<file path="src/rtl/sterownik_obrotow_if.sv">
// Bundle of the sequencer's command/status signals towards the countdown datapath.
// slave  : the sequencer side (consumes commands and the revolution count).
// master : the commanding side (drives start/stop/target and the revolution count).
interface sterownik_obrotow_if;
    logic       start;
    logic       stop;
    logic [8:0] zadane_taktowanie;
    logic [3:0] zliczanie_obrotow;
    logic       rozruch;
    logic [8:0] taktowanie_na_stopien;
    logic       sygnal_zmiany_rpm;
    logic [2:0] stan;
    logic       gotowe;
    logic       blad;

    modport slave (
        input  start, stop, zadane_taktowanie, zliczanie_obrotow,
        output rozruch, taktowanie_na_stopien, sygnal_zmiany_rpm, stan, gotowe, blad
    );

    modport master (
        output start, stop, zadane_taktowanie, zliczanie_obrotow,
        input  rozruch, taktowanie_na_stopien, sygnal_zmiany_rpm, stan, gotowe, blad
    );
endinterface

</file>
<file path="src/rtl/sterownik_obrotow.sv">
// Engine speed sequencer: cranking, per-revolution ramp to a commanded ticks/degree,
// steady run, ramp-down and stall detection. All outputs are registered.
module sterownik_obrotow #(
    parameter int unsigned TAKT_ROZRUCHU   = 400,
    parameter int unsigned TAKT_MIN        = 4,
    parameter int unsigned KROK            = 8,
    parameter int unsigned OBROTY_ROZRUCHU = 2,
    parameter int unsigned TIMEOUT         = 1000000
) (
    input  logic                 clk,
    input  logic                 rst_n,
    sterownik_obrotow_if.slave   bus
);
    localparam int unsigned TW = $clog2(TIMEOUT + 1);

    localparam logic [8:0]    L_MAX      = 9'(TAKT_ROZRUCHU);
    localparam logic [8:0]    L_MIN      = 9'(TAKT_MIN);
    localparam logic [9:0]    L_KROK     = 10'(KROK);
    localparam logic [3:0]    L_OBROTY   = 4'(OBROTY_ROZRUCHU);
    localparam logic [TW-1:0] L_TMO_LAST = TW'(TIMEOUT - 1);

    typedef enum logic [2:0] {
        BEZCZYNNY = 3'd0,
        ROZRUCH   = 3'd1,
        RAMPA     = 3'd2,
        PRACA     = 3'd3,
        HAMOWANIE = 3'd4,
        BLAD      = 3'd5
    } stan_t;

    stan_t         r_stan;
    stan_t         w_stan_n;
    logic [8:0]    r_takt;
    logic [8:0]    w_takt_n;
    logic [3:0]    r_zl_s;
    logic [3:0]    r_zl_p;
    logic [3:0]    r_obr_cnt;
    logic [3:0]    w_obr_cnt_n;
    logic [TW-1:0] r_tmo;
    logic          r_rozruch;
    logic          r_zmiana;
    logic          r_gotowe;
    logic          r_blad;
    logic          w_obr;
    logic          w_timeout;
    logic          w_aktywny_n;
    logic [8:0]    w_cel;

    // One ramp step from t toward c; computed 10 bits wide and lands exactly on c.
    function automatic logic [8:0] krok_ku(input logic [8:0] t, input logic [8:0] c);
        logic [9:0] t10;
        logic [9:0] c10;
        t10 = {1'b0, t};
        c10 = {1'b0, c};
        if (t10 > c10 + L_KROK) begin
            krok_ku = 9'(t10 - L_KROK);
        end else if (t10 + L_KROK < c10) begin
            krok_ku = 9'(t10 + L_KROK);
        end else begin
            krok_ku = c;
        end
    endfunction

    assign w_obr       = (r_zl_s != r_zl_p);
    assign w_aktywny_n = (w_stan_n != BEZCZYNNY) && (w_stan_n != BLAD);
    assign w_timeout   = (r_stan != BEZCZYNNY) && (r_stan != BLAD) && (r_tmo == L_TMO_LAST);

    // Clamp the commanded speed into the legal ticks/degree window.
    always_comb begin
        if (bus.zadane_taktowanie < L_MIN) begin
            w_cel = L_MIN;
        end else if (bus.zadane_taktowanie > L_MAX) begin
            w_cel = L_MAX;
        end else begin
            w_cel = bus.zadane_taktowanie;
        end
    end

    // Next-state and next speed; timeout beats stop beats start beats a revolution step.
    always_comb begin
        w_stan_n    = r_stan;
        w_takt_n    = r_takt;
        w_obr_cnt_n = r_obr_cnt;
        if (w_timeout) begin
            w_stan_n = BLAD;
            w_takt_n = L_MAX;
        end else begin
            case (r_stan)
                BEZCZYNNY: begin
                    w_obr_cnt_n = 4'd0;
                    if (bus.start && !bus.stop) begin
                        w_stan_n = ROZRUCH;
                    end else begin
                        w_stan_n = BEZCZYNNY;
                    end
                end
                ROZRUCH: begin
                    if (bus.stop) begin
                        w_stan_n = BEZCZYNNY;
                    end else if (w_obr) begin
                        w_obr_cnt_n = r_obr_cnt + 4'd1;
                        if (r_obr_cnt + 4'd1 == L_OBROTY) begin
                            w_stan_n = RAMPA;
                        end else begin
                            w_stan_n = ROZRUCH;
                        end
                    end else begin
                        w_stan_n = ROZRUCH;
                    end
                end
                RAMPA: begin
                    if (bus.stop) begin
                        w_stan_n = HAMOWANIE;
                    end else if (r_takt == w_cel) begin
                        w_stan_n = PRACA;
                    end else if (w_obr) begin
                        w_takt_n = krok_ku(r_takt, w_cel);
                    end else begin
                        w_stan_n = RAMPA;
                    end
                end
                PRACA: begin
                    if (bus.stop) begin
                        w_stan_n = HAMOWANIE;
                    end else if (r_takt != w_cel) begin
                        w_stan_n = RAMPA;
                    end else begin
                        w_stan_n = PRACA;
                    end
                end
                HAMOWANIE: begin
                    if (r_takt == L_MAX) begin
                        w_stan_n = BEZCZYNNY;
                    end else if (w_obr) begin
                        w_takt_n = krok_ku(r_takt, L_MAX);
                    end else begin
                        w_stan_n = HAMOWANIE;
                    end
                end
                BLAD: begin
                    w_takt_n = L_MAX;
                    if (bus.stop) begin
                        w_stan_n = BEZCZYNNY;
                    end else begin
                        w_stan_n = BLAD;
                    end
                end
                default: begin
                    w_stan_n = BEZCZYNNY;
                    w_takt_n = L_MAX;
                end
            endcase
        end
    end

    // State, speed and status registers; strobe marks the cycle a new speed first appears.
    always_ff @(posedge clk or negedge rst_n) begin
        if (!rst_n) begin
            r_stan    <= BEZCZYNNY;
            r_takt    <= L_MAX;
            r_obr_cnt <= 4'd0;
            r_rozruch <= 1'b0;
            r_zmiana  <= 1'b0;
            r_gotowe  <= 1'b0;
            r_blad    <= 1'b0;
        end else begin
            r_stan    <= w_stan_n;
            r_takt    <= w_takt_n;
            r_obr_cnt <= w_obr_cnt_n;
            r_rozruch <= w_aktywny_n;
            r_zmiana  <= (w_takt_n != r_takt);
            r_gotowe  <= (w_stan_n == PRACA);
            r_blad    <= (w_stan_n == BLAD);
        end
    end

    // Revolution count sample and its previous value; any difference is one revolution.
    always_ff @(posedge clk or negedge rst_n) begin
        if (!rst_n) begin
            r_zl_s <= 4'd0;
            r_zl_p <= 4'd0;
        end else begin
            r_zl_s <= bus.zliczanie_obrotow;
            r_zl_p <= r_zl_s;
        end
    end

    // Stall watchdog: counts cycles without a revolution while the engine is active.
    always_ff @(posedge clk or negedge rst_n) begin
        if (!rst_n) begin
            r_tmo <= '0;
        end else if ((w_stan_n != r_stan) || w_obr || !w_aktywny_n) begin
            r_tmo <= '0;
        end else begin
            r_tmo <= r_tmo + TW'(1);
        end
    end

    assign bus.rozruch               = r_rozruch;
    assign bus.taktowanie_na_stopien = r_takt;
    assign bus.sygnal_zmiany_rpm     = r_zmiana;
    assign bus.stan                  = r_stan;
    assign bus.gotowe                = r_gotowe;
    assign bus.blad                  = r_blad;
endmodule

</file>
<file path="src/flat_wrapper.sv">
// flat-port wrapper written by rule: the top's interface ports become plain ports
module sterownik_obrotow_flat 
#(
    parameter int unsigned TAKT_ROZRUCHU   = 400,
    parameter int unsigned TAKT_MIN        = 4,
    parameter int unsigned KROK            = 8,
    parameter int unsigned OBROTY_ROZRUCHU = 2,
    parameter int unsigned TIMEOUT         = 1000000
)
  (clk, rst_n, bus_start, bus_stop, bus_zadane_taktowanie, bus_zliczanie_obrotow, bus_rozruch, bus_taktowanie_na_stopien, bus_sygnal_zmiany_rpm, bus_stan, bus_gotowe, bus_blad);
  sterownik_obrotow_if bus_i ();
  input  logic clk;
  input  logic rst_n;
  input wire logic [$bits(bus_i.start)-1:0] bus_start;
  input wire logic [$bits(bus_i.stop)-1:0] bus_stop;
  input wire logic [$bits(bus_i.zadane_taktowanie)-1:0] bus_zadane_taktowanie;
  input wire logic [$bits(bus_i.zliczanie_obrotow)-1:0] bus_zliczanie_obrotow;
  output wire logic [$bits(bus_i.rozruch)-1:0] bus_rozruch;
  output wire logic [$bits(bus_i.taktowanie_na_stopien)-1:0] bus_taktowanie_na_stopien;
  output wire logic [$bits(bus_i.sygnal_zmiany_rpm)-1:0] bus_sygnal_zmiany_rpm;
  output wire logic [$bits(bus_i.stan)-1:0] bus_stan;
  output wire logic [$bits(bus_i.gotowe)-1:0] bus_gotowe;
  output wire logic [$bits(bus_i.blad)-1:0] bus_blad;
  assign bus_i.start = bus_start;
  assign bus_i.stop = bus_stop;
  assign bus_i.zadane_taktowanie = bus_zadane_taktowanie;
  assign bus_i.zliczanie_obrotow = bus_zliczanie_obrotow;
  assign bus_rozruch = bus_i.rozruch;
  assign bus_taktowanie_na_stopien = bus_i.taktowanie_na_stopien;
  assign bus_sygnal_zmiany_rpm = bus_i.sygnal_zmiany_rpm;
  assign bus_stan = bus_i.stan;
  assign bus_gotowe = bus_i.gotowe;
  assign bus_blad = bus_i.blad;
  sterownik_obrotow #(.TAKT_ROZRUCHU(TAKT_ROZRUCHU), .TAKT_MIN(TAKT_MIN), .KROK(KROK), .OBROTY_ROZRUCHU(OBROTY_ROZRUCHU), .TIMEOUT(TIMEOUT)) u_core (.clk(clk), .rst_n(rst_n), .bus(bus_i));
endmodule
</file>
<file path="config.mk">
export PLATFORM = sky130hd
export DESIGN_NAME = sterownik_obrotow_flat
export DESIGN_NICKNAME = d
export VERILOG_FILES = /design/src/rtl/sterownik_obrotow_if.sv /design/src/rtl/sterownik_obrotow.sv /design/src/flat_wrapper.sv
export SDC_FILE = /design/constraint.sdc
export NUM_CORES = 1
export LEC_CHECK = 0
export CORE_MARGIN = 8
export CORE_UTILIZATION = 35
export CTS_BUF_LIST = sky130_fd_sc_hd__clkbuf_8
export CTS_CLUSTER_SIZE = 30
export DETAILED_ROUTE_END_ITERATION = 10
export GPL_ROUTABILITY_DRIVEN = 0
export PLACE_DENSITY_LB_ADDON = 0.2
export RECOVER_POWER = 50
export SLEW_MARGIN = 10
export SYNTH_ARGS = -nofsm -noshare
export SYNTH_HDL_FRONTEND = slang
export SYNTH_SLANG_ARGS = --single-unit
</file>
<file path="constraint.sdc">
create_clock -name clk -period 3.8 [get_ports clk]
set_input_delay 0.57 -clock clk [delete_from_list [all_inputs] [get_ports clk]]
set_output_delay 0.57 -clock clk [all_outputs]
set_load 0.03 [all_outputs]
</file>
Word-level counts from Yosys, hierarchy flattened
Index checks and enable logic that the tools add are counted.
Operators by class
  reductions and logical operators: 14
  multiplexer cells: 31
  order comparisons: 6
  $add $sub $neg: 5
  bitwise operators: 1
  eq/ne operators: 19
Operator list (number)
  two-way mux 9 bit: 12
  two-way mux 3 bit: 9
  one-hot mux 9 bit (3 select lines): 1
  adder 20 x 1 -> 20 bit (second input constant): 1
  adder 9 x 4 -> 10 bit (second input constant): 2
  == test 20 bit (second input constant): 1
  two-way mux 20 bit: 1
  greater-than comparator 9 bit (second input constant): 2
  != test 9 bit: 2
  one-hot mux 3 bit (6 select lines): 1
  greater-than comparator 9 x 10 -> 1 bit: 1
  less-than comparator 10 x 9 -> 1 bit: 1
  less-than comparator 10 x 9 -> 1 bit (second input constant): 1
  == test 3 x 2 -> 1 bit (second input constant): 3
  == test 3 bit (second input constant): 3
  == test 9 bit: 1
  == test 9 bit (second input constant): 1
  less-than comparator 9 x 3 -> 1 bit (second input constant): 1
  subtractor 9 x 4 -> 9 bit (second input constant): 1
  two-way mux 4 bit: 2
  one-hot mux 4 bit (2 select lines): 1
  != test 3 bit (second input constant): 2
  nonzero test 3 bit: 2
  adder 4 x 1 -> 4 bit (second input constant): 1
  16 further kinds: 23
Storage, ports and cells
  input bits: 17
  register bits after elaboration: 48

Depth between registers and ports, before layout
  word-level depth: 13
  mapped depth: 17

Least setup slack after synthesis
Ideal clock, no wire load.
  path kind: input-to-reg
  start point: in bus_zadane_taktowanie[6]
  end point: reg u_core.r_zmiana, in the netlist u_core.bus.sygnal_zmiany_rpm
  cell stages on the path: 13
  data arrival time: 3971 ps
  slack: -310 ps
  setup time: 139 ps
  path buffers: 2
  cell sequence: buf_6 or4_1 or4_1 and3_1 ha_1 nand2b_1 a2111oi_0 o31ai_1 clkbuf_1 a31oi_1 mux2i_1 o21ai_1 or4_1
On the way
  word-level cells in the longest chain between the ends: 12
  elaborated cells on any way between the ends: 16
  classes of those cells: add/sub: 1; order compare: 4; eq/ne: 2; mux: 9
Ends and longest elaborated chain
  from (decl): RTL line flat_wrapper.sv:16  | input wire logic [$bits(bus_i.zadane_taktowanie)-1:0] bus_zadane_taktowanie;
  greater-than comparator 9 bit: RTL line sterownik_obrotow.sv:72  | end else if (bus.zadane_taktowanie > L_MAX) begin
  two-way mux 9 bit: RTL line sterownik_obrotow.sv:72
  two-way mux 9 bit *: RTL line sterownik_obrotow.sv:70  | if (bus.zadane_taktowanie < L_MIN) begin
  adder 9 x 4 -> 10 bit or less-than comparator 10 x 9 -> 1 bit (tied branches): RTL line sterownik_obrotow.sv:55, sterownik_obrotow.sv:57
  greater-than comparator 9 x 10 -> 1 bit or two-way mux 9 bit (tied branches): RTL line sterownik_obrotow.sv:55, sterownik_obrotow.sv:57
  two-way mux 9 bit: RTL line sterownik_obrotow.sv:55  | if (t10 > c10 + L_KROK) begin
  two-way mux 9 bit: RTL line sterownik_obrotow.sv:116  | end else if (w_obr) begin
  two-way mux 9 bit *: RTL line sterownik_obrotow.sv:114  | end else if (r_takt == w_cel) begin
  two-way mux 9 bit *: RTL line sterownik_obrotow.sv:112  | if (bus.stop) begin
  one-hot mux 9 bit (3 select lines) *: RTL line sterownik_obrotow.sv:88  | case (r_stan)
  two-way mux 9 bit *: RTL line sterownik_obrotow.sv:84  | if (w_timeout) begin
  != test 9 bit *: RTL line sterownik_obrotow.sv:171  | r_zmiana <= (w_takt_n != r_takt);
  to (signal assigned): RTL line sterownik_obrotow.sv:171
  to (decl): RTL line sterownik_obrotow.sv:41  | logic r_zmiana;
Every way passes the cells marked *; elsewhere a longest branch is shown, timed or not.
A chain may end at the register's enable or synchronous reset.

Worst setup path in the final report
  start point: in bus_zadane_taktowanie[0]
  end point: reg u_core.r_zmiana, in the netlist u_core.bus.sygnal_zmiany_rpm
Same word-level chain as after synthesis.

==> summary.txt <==
Run status
  – Status: complete, but fails checks
  – Failing checks: capacitance limit, slew limit, setup timing

STA
  – RSZ-0062 raised after global routing: yes
  – Max Slew Vio Count: 49
  – Clk_skew: 0.01283 ns
  – Period utilisation layout: 100.5%
  – Slew HR: -73.73%
  – Worst Tran Pin Value: 2.606 ns
  – Peak Freq: 261.8 MHz
  – Period minus WS final: 3.819 ns
  – Setup TNS: -0.01921 ns
  – Final setup violating endpoints: 1
  – Count of final hold-check violations: 0
  – Final WS setup: -0.01921 ns

Synth
  – Syn Nets: 522
  – Yosys top cell area share: 28.02%
  – Synth top area cells: dfrtp_1 (28%), ha_1 (6.8%), xnor2_1 (4.6%)
  – XOR/XNOR Fraction of Synth Area: 7.628%
  – EDFF count, synth: 0
  – Mux share of post-synthesis cell area: 0.2491%
  – Simple-gate share of the synthesized area: 23.63%
  – Yosys warns: 0
  – Synthesized area: 4019 µm²
  – Top_reg_cell synth: dfrtp_1
  – Synthesized flop and latch total: 48
  – Synth area leader: dfrtp_1
  – Yosys cell types: 80
  – Synth Area in Compound Gates: 26.43%
  – Post-synthesis adder-cell area fraction: 6.849%
  – Post-synthesis async set-or-reset flop share: 100.0%
  – Largest family of logic cells by synthesized area: compound AO/OA/AOI/OAI gates
  – Sequential area share after synthesis: 29.98%
  – Cell count after synthesis: 483
  – Mean area per synthesized cell: 8.321 µm²

Pwr
  – Combinational share of power: 64.4%
  – Clock network power share: 13.8%
  – Maximum VDD drop: 0.0002476 V
  – Psw: 0.001461 W
  – P_int: 0.001734 W
  – Leak: 2.284 nW
  – Sequential power share: 21.8%
  – Net Sw Frac: 45.73%
  – Pwr/cell area: 590.8 nW/µm²

Critical path
  – WP data arrival: 3.99 ns
  – Critical path's most frequent cell: buf_4
  – Critical Path RT: 3.98 ns
  – Startpoint types: input port
  – Crit path kind: input port to flip-flop
  – Delay of the slowest critical-path stage: 0.54 ns
  – Critical path endpoint category: flip-flop
  – Max FO, Critical Path: 6
  – Critical path, cell by cell: dlygate4sd2_1 -> or4bb_1 -> o21ai_2 -> buf_6 -> and3_4 -> ha_4 -> nand2b_4 -> a2111oi_4 -> buf_4 -> o31a_4 -> buf_4 -> a221oi_4 -> a2111oi_2 -> a41oi_2 -> nand4_1 -> or4_1
  – Delay-heaviest family, CP: simple AND/OR/NAND/NOR gates
  – CP bufs+invs: 4
  – Slowest CP cell: or4bb_1

Route
  – DR vias/cell: 5.765
  – DR DRC count: 0
  – Wire length per cell: 17.81 µm
  – Initial drt markers: 409
  – DRT Wirelength: 12,860 µm
  – Antenna Nets Post-Route: 0
  – DRT Pass-1 Iters: 6
  – Vias: 4,162

Layout
  – Layout Nets: 618
  – Share of cells above drive strength 1: 24.53%
  – Area growth from synthesis to layout: 34.56%
  – Post-Layout Cell Count: 722
  – Antenna cells: 0

Clock tree
  – TritonCTS Buffers: 5
  – Clk Tree Root Cell: clkbuf_8
  – Post-CTS Hold Buffers: 0
  – CTS tree: yes
  – Clk buf depth: 2
  – # clock sinks: 48
  – Clock latency on the worst-skew pair: 0.31 ns
  – Clk slew on worst S/H paths: 0.09 ns
  – H-tree levels: 2

Global routing
  – Initial antenna violation count: 0
  – Vias in the first global route: 4,093
  – Largest net degree at the start of global routing: 49
  – First-pass GRT wire length: 20,780 µm
  – Total GRT Usage: 17.08%
  – Grt ovf: 0

Floorplan
  – Core ar.: 11,320 µm²
  – Initial Util: 35.50%
  – # rows: 39
  – Die area: 15,170 µm²
  – Die Wd: 123.2 µm
  – Height of the chip: 123.2 µm
  – Num ports: 33

Placement
  – Inst Count DP: 701
  – PortBufs: 32
  – Hpwl dp: 9612 µm
  – Pre-CTS setup slack: -0.8414 ns

Run
  – Max_cap viols: 1

Hold path
  – Hold Crit Class: flip-flop to flip-flop
## path summary, 6_finish.rpt
kind | startpoint | end | slack [ns] | cells after the start
setup / recovery | bus_zadane_taktowanie[0] | u_core.bus.sygnal_zmiany_rpm$_DFF_PN0_ | -0.02 | 16
hold reg to reg | u_core.r_zl_s[2]$_DFF_PN0_ | u_core.r_zl_p[2]$_DFF_PN0_ | 0.40 | 0
max in group asynchronous | rst_n | u_core.bus.taktowanie_na_stopien[0]$_DFF_PN0_ | 1.15 | 2
hold / removal | u_core.r_zl_s[2]$_DFF_PN0_ | u_core.r_zl_p[2]$_DFF_PN0_ | 0.40 | 0
setup reg to reg | u_core.bus.taktowanie_na_stopien[4]$_DFF_PN1_ | u_core.bus.sygnal_zmiany_rpm$_DFF_PN0_ | -0.02 | 12
min in group asynchronous | rst_n | u_core.r_obr_cnt[3]$_DFFE_PN0P_ | 1.15 | 2
## cell usage after synthesis, types with 4 or more instances
master / count
nor3_1: 16
nor4_1: 4
nor2_1: 47
and3_1: 11
o21ai_0: 27
xnor2_1: 21
nand2b_1: 8
and2_1: 4
buf_2: 5
a31oi_1: 7
ha_1: 22
xor2_1: 14
nand3_1: 20
or3_1: 6
o211ai_1: 6
clkbuf_1: 12
dfrtp_1: 45
inv_1: 24
a21o_1: 7
nand4_1: 13
a211o_1: 5
a21oi_1: 28
nand2_1: 39
## metrics by stage
stage	total power, W	utilization, %	hold slack [ns]	cell area (µm²)
2_1_floorplan	0.001844	-	0.2744	4088
3_3_place_gp	0.002486	43.80	0.3845	4959
3_5_place_dp	0.002480	43.80	0.3843	4959
4_1_cts	0.003084	47.00	0.3673	5321
5_1_grt	0.003379	47.77	0.4101	5408
6_report	0.003195	47.77	0.4006	5408
## layout by cell type, fill, tap and decap left out, types with 5 or more instances in the layout
master,instances
buf_4,74
dfrtp_1,45
nor2_1,44
nand2_1,38
a21oi_1,26
o21ai_0,26
inv_1,24
xnor2_1,20
nand3_1,18
clkdlybuf4s50_1,18
ha_1,17
xor2_1,14
nor3_1,14
nand4_1,13
and3_1,10
a21o_1,7
nand2b_1,7
o211ai_1,6
or3_1,6
buf_6,6
a211o_1,5
clkbuf_8,5
dlygate4sd2_1,5
## per-layer routing
| metal | GRT usage, % | share of wire [%] | vias up |
|---|---|---|---|
| li1 | - | - | 1990 |
| met2 | 27.04 | 46 | 182 |
| met1 | 21.88 | 42 | 1961 |
| met3 | 3.333 | 7.9 | 29 |
| met4 | 8.352 | 3.8 | 0 |
| met5 | 0 | 0 | - |
## timing repair
item / in CTS / in global routing
hold endpoints to repair: 0 / 0
gates resized for setup: 51 / 13
setup buffers: 10 / 4
gates cloned: 0 / 0
pin swaps: 26 / 14
setup endpoints to repair: 32 / 23
## cells by family after synthesis
group,Yosys count
buffers and inverters,47
XOR/XNOR,35
adder cells (fa/ha/maj),22
multiplexers,1
flip-flops,48
AND/OR/NAND/NOR,187
AO/OA/AOI/OAI,143
## flip-flops by register name (all words and copies together) (netlist names)
signal and flops:
u_core.bus.blad 1, u_core.bus.gotowe 1, u_core.bus.rozruch 1, u_core.bus.stan 3, u_core.bus.sygnal_zmiany_rpm 1, u_core.bus.taktowanie_na_stopien 9, u_core.r_obr_cnt 4, u_core.r_tmo 20
u_core.r_zl_p 4, u_core.r_zl_s 4
## cell type report
type | count | area, µm²
Fill cell | 1085 | 5913
Inverter | 24 | 90.09
Timing Repair Buffer | 112 | 925.9
Clock inverter | 2 | 60.06
Multi-Input combinational cell | 388 | 2879
Sequential cell | 48 | 1205
Clock buffer | 5 | 68.82
Tap cell | 143 | 178.9
## power by group through the flow
| stage | registers [W] | logic [W] | clock network [W] |
|---|---|---|---|
| 6_report | 0.000697 | 0.00206 | 0.000441 |
| 5_1_grt | 0.000707 | 0.00220 | 0.000473 |
| 4_1_cts | 0.000692 | 0.00194 | 0.000451 |
| 3_5_place_dp | 0.000701 | 0.00178 | 0 |
| 3_3_place_gp | 0.000699 | 0.00179 | 0 |
| 2_1_floorplan | 0.000744 | 0.00110 | 0 |
## worst reg2reg max path, cell delays in order (launching register included)
cell      delay [ns]
dfstp_2         0.55
ha_1            0.25
xor2_1          0.38
ha_1            0.33
a211o_1         0.31
a211o_1         0.28
o21bai_4        0.25
buf_4           0.18
a21oi_1         0.07
o21a_1          0.26
o211ai_1        0.20
a31oi_1         0.10
or4_1           0.52
Power figures use the tool's default switching activity.
